`src/rtl/x_ser_pkg.sv`:
```
// ---------------------------------------------------------------------------
// x_ser_pkg
// Shared definitions for the x_bit_serializer front end:
//   x_ser_state_e  : FSM state encoding (IDLE, SHIFT)
//   x_ser_head_bit : picks the bit that leaves the shift register next
// ---------------------------------------------------------------------------
package x_ser_pkg;

   typedef enum logic {
      ST_IDLE  = 1'b0,
      ST_SHIFT = 1'b1
   } x_ser_state_e;

   // The word is passed zero-extended to 32 bits so one function serves every
   // WIDTH. i_msb_idx is WIDTH-1 of the caller.
   function automatic logic x_ser_head_bit(input logic [31:0] i_word,
                                           input logic [4:0]  i_msb_idx,
                                           input logic        i_msb_first);
      logic r_bit;
      if (i_msb_first) begin
         r_bit = i_word[i_msb_idx];
      end else begin
         r_bit = i_word[0];
      end
      return r_bit;
   endfunction

endpackage

```
`src/rtl/x_bit_serializer_counter.sv`:
```
// ---------------------------------------------------------------------------
// ser_bit_counter
// Bit-position counter for one frame.
//   i_clk   : clock
//   i_rst   : synchronous active-high reset
//   i_clear : force count to 0 (has priority over i_inc)
//   i_inc   : advance count by one
//   o_count : current bit position, $clog2(WIDTH) bits
//   o_last  : count == WIDTH-1
// ---------------------------------------------------------------------------
module ser_bit_counter
   import x_ser_pkg::*;
#(
   parameter int WIDTH = 8
) (
   input  logic                     i_clk,
   input  logic                     i_rst,
   input  logic                     i_clear,
   input  logic                     i_inc,
   output logic [$clog2(WIDTH)-1:0] o_count,
   output logic                     o_last
);

   localparam int CW = $clog2(WIDTH);

   logic [CW-1:0] r_count;

   // Counter register: reset, clear, or increment.
   always_ff @(posedge i_clk) begin
      if (i_rst) begin
         r_count <= CW'(0);
      end else if (i_clear) begin
         r_count <= CW'(0);
      end else if (i_inc) begin
         r_count <= r_count + CW'(1);
      end else begin
         r_count <= r_count;
      end
   end

   assign o_count = r_count;
   assign o_last  = (r_count == CW'(WIDTH - 1));

endmodule

```
`src/rtl/x_bit_serializer.sv`:
```
// ---------------------------------------------------------------------------
// x_bit_serializer
// Parallel-to-serial front end feeding a sequence recognizer's x input.
//   i_clk        : clock, all state changes on the rising edge
//   i_rst        : synchronous active-high reset
//   i_data_in    : WIDTH-bit word, sampled only on a handshake
//   i_data_valid : upstream word available
//   o_data_ready : block accepts a word this cycle (combinational)
//   o_x          : serial bit stream (registered)
//   o_x_valid    : o_x carries a frame bit (registered)
//   o_frame_done : high while the last bit of a word is on o_x (registered)
//   o_busy       : FSM is in SHIFT (registered)
// ---------------------------------------------------------------------------
module x_bit_serializer
   import x_ser_pkg::*;
#(
   parameter int   WIDTH     = 8,
   parameter logic MSB_FIRST = 1'b1,
   parameter logic IDLE_BIT  = 1'b0
) (
   input  logic             i_clk,
   input  logic             i_rst,
   input  logic [WIDTH-1:0] i_data_in,
   input  logic             i_data_valid,
   output logic             o_data_ready,
   output logic             o_x,
   output logic             o_x_valid,
   output logic             o_frame_done,
   output logic             o_busy
);

   localparam int         CW      = $clog2(WIDTH);
   localparam logic [4:0] MSB_IDX = 5'(WIDTH - 1);

   x_ser_state_e     r_state;
   logic [WIDTH-1:0] r_shreg;
   logic             r_x;
   logic             r_x_valid;
   logic             r_frame_done;
   logic             r_busy;

   logic [CW-1:0]    w_count;
   logic             w_last;
   logic             w_ready;
   logic             w_hs;
   logic             w_in_shift;
   logic [WIDTH-1:0] w_shifted;

   assign w_in_shift = (r_state == ST_SHIFT);

   // Ready in IDLE, or in SHIFT while the final bit of the word goes out,
   // which is what lets words stream without a gap.
   assign w_ready = (r_state == ST_IDLE) ||
                    (w_in_shift && (w_count == CW'(WIDTH - 1)));
   assign w_hs    = i_data_valid && w_ready;

   // Shift toward the head, filling the vacated end with 0.
   assign w_shifted = MSB_FIRST ? {r_shreg[WIDTH-2:0], 1'b0}
                                : {1'b0, r_shreg[WIDTH-1:1]};

   // Counter restarts on every load and at frame end, so it never passes WIDTH-1.
   ser_bit_counter #(.WIDTH(WIDTH)) u_counter (
      .i_clk   (i_clk),
      .i_rst   (i_rst),
      .i_clear (w_hs || (w_in_shift && w_last)),
      .i_inc   (w_in_shift),
      .o_count (w_count),
      .o_last  (w_last)
   );

   // Serializer FSM with shift register and registered outputs.
   always_ff @(posedge i_clk) begin
      if (i_rst) begin
         r_state      <= ST_IDLE;
         r_shreg      <= '0;
         r_x          <= IDLE_BIT;
         r_x_valid    <= 1'b0;
         r_frame_done <= 1'b0;
         r_busy       <= 1'b0;
      end else begin
         case (r_state)
            ST_IDLE: begin
               r_x          <= IDLE_BIT;
               r_x_valid    <= 1'b0;
               r_frame_done <= 1'b0;
               if (w_hs) begin
                  r_shreg <= i_data_in;
                  r_state <= ST_SHIFT;
                  r_busy  <= 1'b1;
               end else begin
                  r_shreg <= r_shreg;
                  r_state <= ST_IDLE;
                  r_busy  <= 1'b0;
               end
            end
            ST_SHIFT: begin
               r_x          <= x_ser_head_bit(32'(r_shreg), MSB_IDX, MSB_FIRST);
               r_x_valid    <= 1'b1;
               r_frame_done <= w_last;
               if (w_last && w_hs) begin
                  r_shreg <= i_data_in;
                  r_state <= ST_SHIFT;
                  r_busy  <= 1'b1;
               end else if (w_last) begin
                  r_shreg <= w_shifted;
                  r_state <= ST_IDLE;
                  r_busy  <= 1'b0;
               end else begin
                  r_shreg <= w_shifted;
                  r_state <= ST_SHIFT;
                  r_busy  <= 1'b1;
               end
            end
            default: begin
               r_state      <= ST_IDLE;
               r_shreg      <= '0;
               r_x          <= IDLE_BIT;
               r_x_valid    <= 1'b0;
               r_frame_done <= 1'b0;
               r_busy       <= 1'b0;
            end
         endcase
      end
   end

   assign o_data_ready = w_ready;
   assign o_x          = r_x;
   assign o_x_valid    = r_x_valid;
   assign o_frame_done = r_frame_done;
   assign o_busy       = r_busy;

endmodule

```
`config.mk`:
```
export PLATFORM = sky130hd
export DESIGN_NAME = x_bit_serializer
export DESIGN_NICKNAME = d
export VERILOG_FILES = /design/src/rtl/x_ser_pkg.sv /design/src/rtl/x_bit_serializer_counter.sv /design/src/rtl/x_bit_serializer.sv
export SDC_FILE = /design/constraint.sdc
export NUM_CORES = 1
export LEC_CHECK = 0
export ABC_CLOCK_PERIOD_IN_PS = 1400
export CORE_MARGIN = 2
export CORE_UTILIZATION = 41
export CTS_CLUSTER_DIAMETER = 200
export CTS_CLUSTER_SIZE = 14
export DETAILED_ROUTE_END_ITERATION = 8
export PLACE_DENSITY = 0.82
export SYNTH_ARGS = -nofsm -noshare
export SYNTH_HDL_FRONTEND = slang
export SYNTH_SLANG_ARGS = --single-unit
```
`constraint.sdc`:
```
create_clock -name i_clk -period 1.4 [get_ports i_clk]
set_clock_uncertainty 0.05 [all_clocks]
set_input_delay 0.21 -clock i_clk [delete_from_list [all_inputs] [get_ports i_clk]]
set_output_delay 0.21 -clock i_clk [all_outputs]
set_load 0.02 [all_outputs]
```
==> metrics.md <==
| Metric | Value |
|---|---|
| Mean Syn Cell Area | `10.0 sq um` |
| Peak VDD IR | `551 uV` |
| Pre-antenna DRT Iters | `2` |
| FF-to-FF setup slack | `-200 ps` |
| Die W | `43.5 um` |
| Multi-input logic area | `384 sq um` |
| Startpoint Class | `flop` |
| WL met3 | `53 um` |
| IO Count | `16` |
| FF+latch count, synth | `15` |
| GRT overflow | `0` |
| Crit path arrival time | `1700 ps` |
| Setup WS pre-CTS | `-233 ps` |
| Hold path depth | `1` |
| Setup-failing EPs final | `8` |
| WL per Instance | `12.3 um` |
| Worst skew pair latency | `280 ps` |
| Largest net degree at the start of global routing | `13` |
| CTS Buffer Depth | `2` |
| Synthesis warning total | `0` |
| HP Start | `r_shreg[7]$_SDFFE_PP0P_` |
| Register area share after synthesis | `0.469` |
| Iter 0 DRT Violations | `9` |
| Die area | `1890 sq um` |
| Maxcap violations | `0` |
| Status | `complete, but fails checks` |
| Lkg Pwr | `0.419 nW` |
| Synth top area share | `0.469` |
| Pwr per Cell Area | `909 nW/um^2` |
| DRC viols | `0` |
| FF-to-FF path depth | `7` |
| Post-CTS Hold Buffers | `0` |
| H-tree Lvls | `1` |
| Reg2Reg Capture Point | `r_shreg[6]$_SDFFE_PP0P_` |
| Failing checks | `setup timing` |
| Top routing layer in use | `met4` |
| Final worst-path cycle share | `1.14` |
| Buffers on Ports | `15` |
| Fmax | `0.625 GHz` |
| Final worst slack | `-199 ps` |
| N_diodes | `0` |
| Overall routing resource usage | `0.161` |
| Worst-Margin Slew | `414 ps` |
| CTS buffer count | `3` |
| Row count | `14` |
| Via/cell ratio | `5.07` |
| Reg clk slew, reported paths | `90 ps` |
| Tmin final | `1600 ps` |
| Crit path required time | `1500 ps` |
| Clk sink count | `15` |
| CTS tree | `built` |
| Layout fillers | `120` |
| Unrepaired setup endpoints after global routing | `true` |
| WHS | `431 ps` |
| DR vias | `548` |
| Syn_nets | `77` |
| Vias in the first global route | `519` |
| Seq. cell area | `303 sq um` |
| Global-route wire length before repair | `2140 um` |
| Cell variety after synth | `18` |
| Max Slew Vio Count | `0` |
| Yosys top cell by area | `dfxtp_1` |
| Final Hold Vio Count | `0` |
| Cells after synthesis | `64` |
| Post-Route WL | `1330 um` |
| Post-route ant nets | `0` |
| Routed wl met2 | `671 um` |
| Worst Path Max Fanout | `6` |
| Area Overhead vs Synth | `53.9%` |
| Hold Crit Class | `flop to flop` |
| Relative max-transition margin | `0.724` |
| Initial antenna violation count | `0` |
| Top post-synthesis cells by area | `dfxtp_1 (47%), mux2i_1 (13%), nor2_1 (8.2%)` |
| Initial Utilization | `0.430` |
| WHS Endpoint | `o_x$_SDFF_PP0_` |
| Critical path class | `flop to flop` |
| Crit. End Element | `flop` |
| Cell area after layout | `986 sq um` |
| Worst flop-to-flop path startpoint | `u_counter.o_count[1]$_SDFFE_PP0P_` |
| Hpwl dp | `950 um` |
| Placed Area | `887 sq um` |
| M1 WL | `588 um` |
| Core area | `1490 sq um` |
| Fin nets | `106` |
| Clock Tree Root | `clkbuf_4` |
| RD Place Congestion | `0.662` |
| Layout cells sized above 1 | `0.348` |
| Die Ht | `43.5 um` |
| Mapped cell area | `641 sq um` |
## synth_stat cells, drive strengths merged
library cell and n:
a21boi 1, nor2b 4, nand2 1, inv 1, a22oi 2, buf 3, o21a 1, a211oi 7
nor2 14, or2 1, nand3 1, ha 2, a2111oi 1, mux2i 8, dfxtp 15, and2 2
## placed cells by master (no fill, tap or decap)
| master | Yosys | routed |
|---|---|---|
| a2111oi_2 | 0 | 1 |
| a211oi_1 | 5 | 4 |
| a211oi_2 | 2 | 3 |
| a21boi_4 | 1 | 1 |
| a22oi_1 | 2 | 2 |
| and2_1 | 2 | 2 |
| buf_12 | 0 | 1 |
| buf_4 | 0 | 10 |
| buf_6 | 0 | 2 |
| clkbuf_1 | 0 | 1 |
| clkbuf_2 | 0 | 1 |
| clkbuf_4 | 0 | 3 |
| clkdlybuf4s50_1 | 0 | 10 |
| dfxtp_1 | 15 | 13 |
| dfxtp_2 | 0 | 2 |
| dlygate4sd2_1 | 0 | 3 |
| ha_4 | 0 | 2 |
| inv_2 | 0 | 1 |
| mux2i_1 | 8 | 6 |
| mux2i_2 | 0 | 2 |
| nand2_4 | 0 | 1 |
| nand3_1 | 1 | 1 |
| nor2_1 | 14 | 13 |
| nor2_2 | 0 | 1 |
| nor2b_1 | 4 | 3 |
| nor2b_4 | 0 | 1 |
| o21a_1 | 1 | 1 |
| or2_1 | 1 | 1 |
## worst max path at each step
stage | start | end | depth (start not counted)
global route | u_counter.o_count[1]$_SDFFE_PP0P_ | r_shreg[6]$_SDFFE_PP0P_ | 7
global placement | u_counter.o_count[0]$_SDFFE_PP0P_ | o_data_ready | 5
floorplan | u_counter.o_count[0]$_SDFFE_PP0P_ | r_shreg[6]$_SDFFE_PP0P_ | 5
finish | u_counter.o_count[1]$_SDFFE_PP0P_ | r_shreg[6]$_SDFFE_PP0P_ | 7
detailed placement | i_data_valid | r_shreg[6]$_SDFFE_PP0P_ | 4
CTS | u_counter.o_count[1]$_SDFFE_PP0P_ | r_shreg[6]$_SDFFE_PP0P_ | 6
## final cells by class
cell class	count	share of cell area
tap	16	0.0203
clock buffer	4	0.0266
inverter	1	0.00381
timing repair buffer	27	0.253
sequential	15	0.307
multi-input combinational	45	0.390
## report_power, final
part | internal [mW] | switching (mW)
Combinational | 0.106 | 0.0786
Clock | 0.110 | 0.133
Sequential | 0.454 | 0.0149
## critical path, cell delays in order (launching register included)
cell      delay, ps
dfxtp_2         350
ha_4            160
ha_4            160
buf_6           120
a21boi_4        150
buf_12          140
mux2i_2         240
a211oi_2         90
## sequential cells by signal (all words and copies together), names as in the netlist
signal and flops:
r_shreg 8, o_x_valid 1, u_counter.o_count 3, o_busy 1
o_x 1, o_frame_done 1
## through the flow
step | util | power [mW] | cells | TNS [ps]
2_1_floorplan | - | 0.561 | 64 | 0
3_3_place_gp | 0.596 | 0.630 | 102 | -1390
3_5_place_dp | 0.596 | 0.636 | 102 | -1830
4_1_cts | 0.629 | 0.880 | 107 | -1250
5_1_grt | 0.662 | 0.959 | 108 | -1490
6_report | 0.662 | 0.896 | 108 | -1110
## logic make-up (layout without fill, tap and decap cells)
group / Yosys count / after routing / synth area share
AND/OR/NAND/NOR: 23 / 23 / 0.164
buffers and inverters: 4 / 32 / 0.0273
adder cells (fa/ha/maj): 2 / 2 / 0.0391
multiplexers: 8 / 8 / 0.125
flip-flops: 15 / 15 / 0.469
AO/OA/AOI/OAI: 12 / 12 / 0.176
## metal layers
metal | vias to the layer above | GRT usage
met5 | - | 0
met4 | 0 | 0.0848
met3 | 2 | 0.0583
met2 | 11 | 0.293
met1 | 252 | 0.157
li1 | 283 | -
## what timing repair did
action	in CTS	in global routing
setup endpoints to repair	12	10
setup buffers	1	2
pin swaps	7	5
resized for setup	16	12
endpoints found under the hold margin	0	0
No activity file was read; power rests on OpenSTA's default activity.
